### config.mk
export PLATFORM = sky130hd
export DESIGN_NAME = bandit_environment
export DESIGN_NICKNAME = d
export VERILOG_FILES = /design/src/rtl/bandit_environment.sv
export SDC_FILE = /design/constraint.sdc
export NUM_CORES = 2
export LEC_CHECK = 0
export CORE_ASPECT_RATIO = 1.5
export CORE_MARGIN = 1.5
export CORE_UTILIZATION = 40
export CTS_BUF_LIST = sky130_fd_sc_hd__clkbuf_8
export CTS_CLUSTER_DIAMETER = 30
export DETAILED_ROUTE_END_ITERATION = 10
export SYNTH_ARGS = -nofsm -noshare
export SYNTH_HDL_FRONTEND = slang
export SYNTH_SLANG_ARGS = --single-unit
### constraint.sdc
create_clock -name clock -period 2.2 [get_ports clock]
set_clock_uncertainty 0.2 [all_clocks]
set_input_delay 0.55 -clock clock [delete_from_list [all_inputs] [get_ports clock]]
set_output_delay 0.55 -clock clock [all_outputs]
set_load 0.05 [all_outputs]
### src/rtl/bandit_environment.sv
// Bandit environment: Bernoulli reward per arm from a threshold table and LFSR.
// Macro BANDIT_ENVIRONMENT_STATS_EN adds stats_clear, pull_count, hit_count.
// Ports: clock, reset (async, active low);
//   action_valid/action_ready/action_data: arm index stream in;
//   reward_valid/reward_ready/reward_data: reward stream out;
//   config_valid/config_addr/config_data: probability table write port.
module bandit_environment #(
    parameter int                      ACTION_WIDTH = 8,
    parameter int                      REWARD_WIDTH = 8,
    parameter logic [REWARD_WIDTH-1:0] REWARD_HIT   = 8'hFF,
    parameter logic [REWARD_WIDTH-1:0] REWARD_MISS  = 8'h00,
    parameter logic [15:0]             SEED         = 16'hACE1
) (
    input  logic                    clock,
    input  logic                    reset,
    input  logic                    action_valid,
    input  logic [ACTION_WIDTH-1:0] action_data,
    output logic                    action_ready,
    output logic                    reward_valid,
    output logic [REWARD_WIDTH-1:0] reward_data,
    input  logic                    reward_ready,
`ifdef BANDIT_ENVIRONMENT_STATS_EN
    input  logic                    stats_clear,
    output logic [31:0]             pull_count,
    output logic [31:0]             hit_count,
`endif
    input  logic                    config_valid,
    input  logic [ACTION_WIDTH-1:0] config_addr,
    input  logic [7:0]              config_data
);

    typedef enum logic [1:0] {
        IDLE    = 2'd0,
        DRAW    = 2'd1,
        RESPOND = 2'd2
    } state_t;

    state_t      state_q;
    state_t      state_d;
    logic [7:0]  table_q [2**ACTION_WIDTH];
    logic [7:0]  thresh_q;
    logic [15:0] lfsr_q;
    logic        hit;
    logic        action_fire;
    logic        reward_fire;

    assign action_fire = action_valid & action_ready;
    assign reward_fire = reward_valid & reward_ready;

    // Galois step, taps 16'hB400, shifting right
    function automatic logic [15:0] lfsr_step(input logic [15:0] s);
        lfsr_step = {1'b0, s[15:1]} ^ (s[0] ? 16'hB400 : 16'h0000);
    endfunction

    always_ff @(posedge clock or negedge reset) begin
        if (!reset) state_q <= IDLE;
        else        state_q <= state_d;
    end

    always_comb begin
        state_d = state_q;
        unique case (state_q)
            IDLE:    if (action_fire) state_d = DRAW;
            DRAW:    state_d = RESPOND;
            RESPOND: if (reward_fire) state_d = IDLE;
            default: state_d = IDLE;
        endcase
    end

    // action_ready is held low for as long as reset is asserted
    always_comb begin
        action_ready = (state_q == IDLE) & reset;
        reward_valid = (state_q == RESPOND);
    end

    // lfsr_q is already the post-advance value while in DRAW
    assign hit = (thresh_q == 8'hFF) | (lfsr_q[7:0] < thresh_q);

    always_ff @(posedge clock or negedge reset) begin
        if (!reset) begin
            lfsr_q      <= SEED;
            thresh_q    <= '0;
            reward_data <= REWARD_MISS;
        end else begin
            if (action_fire) begin
                thresh_q <= table_q[action_data];
                lfsr_q   <= lfsr_step(lfsr_q);
            end
            if (state_q == DRAW) begin
                reward_data <= hit ? REWARD_HIT : REWARD_MISS;
            end
        end
    end

    // Not reset: contents survive reset; a colliding read sees the old value
    always_ff @(posedge clock) begin
        if (config_valid) table_q[config_addr] <= config_data;
    end

`ifdef BANDIT_ENVIRONMENT_STATS_EN
    always_ff @(posedge clock or negedge reset) begin
        if (!reset) begin
            pull_count <= '0;
            hit_count  <= '0;
        end else if (stats_clear) begin
            pull_count <= '0;
            hit_count  <= '0;
        end else if (reward_fire) begin
            if (pull_count != '1) pull_count <= pull_count + 32'd1;
            if (reward_data == REWARD_HIT && hit_count != '1) begin
                hit_count <= hit_count + 32'd1;
            end
        end
    end
`endif

endmodule

==> reports/qor.yml <==
outcome: "finished, violations left"
violations: "negative setup slack"
overflow: 0
synthTopCellsByArea: "edfxtp_1, mux4_2, mux2i_1, nor2_1, o22ai_1"
tightestPinTransition_ps: 732
hold_viol: 0
die_h_um: 553
cts_root_buf: "clkbuf_8"
grt_max_degree: 77
ys.flop_type: "edfxtp_1"
drtIter0Drc: 3476
synth_common_cells: "edfxtp_1, mux4_2, nor2_1, mux2i_1, clkbuf_1"
cp-start-kind: "register"
vias: 41800
cts_num_sinks: 2075
maxCapViolations: 0
grt_usage: 0.209
yosysTopAreaCell: "edfxtp_1"
synth_edf_count: 2048
grt_pass1_wl_um: 308000
regArea_um2: 62200
critPathMaxFanout: 1
rsz0062_at_grt: "yes"
clkTransAtPathRegs_ps: 70
syn_to_final_growth_pct: 23.1
cts_buffers: 315
p_leak_nw: 32.9
nNetsFinal: 4846
fp.coreArea_um2: 200000
gp_congestion: 0.869
setup_viol: 18
worstPathRequired_ps: 2810
floorplan.initialDensity: 0.403
syn_area_um2: 80600
htreeDepth: 5
p_per_area_nw_per_um2: 812
postRouteWirelength_um: 216000
die_w_um: 370
clock.fmax_mhz: 384
max_slew_margin: 0.512
die_area_um2: 204000
hold_path.class: "in -> reg"
synthCells: 3911
crit_type: "reg -> reg"
layout_setup_ws_ps: -403
drive_gt1_frac: 0.382
power.total_w: 0.0806
cts_buffer_depth: 4
place_hpwl_um: 147000
critPathCaptureType: "register"
arrival_ps: 3210
clk_latency_ps: 940
ant_nets: 0
async_flop_share: 0.0130
rows: 201
avgSynthCellArea_um2: 20.6
cts_tree: "built"
grt_pass1_vias: 43800
routed_via_density: 5.45
synth_warnings: 0
ys_seq_area_frac: 0.771
drc: 0
period_needed_ps: 2600
slew_viol_final: 0
drt-pass1-iter-count: 5
multi_input_comb_area_um2: 18800
portBuffers: 38
synth_most_common_cell: "edfxtp_1"
fillers: 16300
syn-num-nets: 3947
pre_cts_ws_ps: -1800
netlist.area_leader.share: 0.763
ys_ff_latch: 2075
synth_cell_types: 52
pin_count: 39
antenna_found_initial: 3
ir_drop_mv: 0.389
period_share: 1.18
wl_per_cell_um: 28.1
[stage by stage]
stage	util	setup TNS (ps)	std cells	hold WS [ps]	area (µm²)
6_report	0.496	-5190	7677	88.5	99200
5_1_grt	0.496	-5720	7674	70.4	99200
4_1_cts	0.494	-5640	7661	21.8	98900
3_5_place_dp	0.461	-950220	7120	258	92400
3_3_place_gp	0.461	-901850	7120	250	92400
2_1_floorplan	-	-130150	3911	54.4	82000
[final cells by class]
| type | count | share of cell area |
|---|---|---|
| multi-input cells | 1573 | 0.189 |
| repair buffers | 833 | 0.0903 |
| clock buffers | 331 | 0.0459 |
| flip-flops and latches | 2075 | 0.627 |
| well taps | 2639 | 0.0333 |
| inverters | 12 | 0.000454 |
| clock inverters | 208 | 0.0142 |
| diodes | 6 | 0.000151 |
[per-layer routing]
| layer | part of all wire | vias up | track usage | wire (µm) |
|---|---|---|---|---|
| met2 | 0.54 | 1232 | 0.384 | 117000 |
| met4 | 0.044 | 0 | 0.0871 | 9570 |
| met5 | 0 | - | 0 | 0 |
| met3 | 0.043 | 387 | 0.0266 | 9230 |
| li1 | - | 18100 | - | - |
| met1 | 0.37 | 22100 | 0.244 | 79900 |
[path summary, 6_finish.rpt]
path / from / end / slack (ps) / cells past startpoint
max reg2reg: table_q[223][3]$_DFFE_PP_ / thresh_q[3]$_DFFE_PN0P_ / -400 / 6
min reg2reg: lfsr_q[15]$_DFFE_PN1P_ / lfsr_q[15]$_DFFE_PN1P_ / 260 / 2
max in group asynchronous: reset / lfsr_q[13]$_DFFE_PN1P_ / 900 / 3
max: table_q[223][3]$_DFFE_PP_ / thresh_q[3]$_DFFE_PN0P_ / -400 / 6
min in group asynchronous: reset / reward_data[6]$_DFFE_PN0N_ / 540 / 3
min: reward_ready / state_q[1]$_DFFE_PN0P_ / 90 / 3
[power by group]
group          internal, W  leakage, nW  switching [W]
clock               0.0159         3.32         0.0148
combinational      0.00266         10.9        0.00352
sequential          0.0437         18.7       0.000131
total               0.0622         32.9         0.0184
[kinds of logic after synthesis]
family                     share of synthesized area
DFF                                            0.771
xor gates and xnor gates                    0.000326
adders and majority gates                    0.00109
muxes                                          0.154
buffers and inverters                         0.0172
AOI/OAI and AO/OA                             0.0325
and+or+nand+nor                               0.0238
[cell usage in the layout, fill, tap and decap left out, types with 9 or more instances in the layout]
cell             netlist  routed
inv_1                 11      92
buf_12                 0     197
nand2_1               76      67
a21oi_1               50      39
o21ai_0               47      39
clkbuf_8               0     334
mux2_2                32      31
edfxtp_1            2048    2048
o21ai_2                0      14
nand2_2                0       9
mux4_2               410     410
clkinvlp_4             0      17
nand3_2                0      12
clkinv_4               0       9
nand4_1               12      12
a211o_1               34      34
bufinv_16              0      16
nor2_1               284     143
mux2i_1              281     276
clkinv_2               0      28
nor2_2                 0      12
a221oi_1              39      34
a211oi_2               0      10
dfrtp_1               19      19
dlygate4sd3_1          0       9
inv_6                  0       9
nand3_1               29      16
o22ai_1               96      96
clkdlybuf4s50_1        0      16
nor2_4                 0     129
a211oi_1              47      37
buf_4                 42     590
clkinv_1               0      45
[sequential cells by signal, indices dropped and copies added (netlist names)]
| signal | count |
|---|---|
| table_q | 2048 |
| lfsr_q | 16 |
| thresh_q | 8 |
| state_q | 2 |
| reward_data | 1 |
[worst max-delay path, cell delays in order (launching register included)]
cell and delay, ps:
edfxtp_1 370, mux4_2 470, o21ai_1 320, a22oi_1 330, nand3_1 250, o21ai_2 80
or4_1 470
[repair_timing]
item | 4_1_cts | 5_1_grt
endpoints found under the hold margin | 277 | 0
buffers inserted | 1 | 11
cloned | 0 | 1
endpoints found under the setup margin | 19 | 19
gates resized for setup | 109 | 48
pin swaps | 34 | 26
hold buffers | 9 | 0
Power figures use the tool's default switching activity.
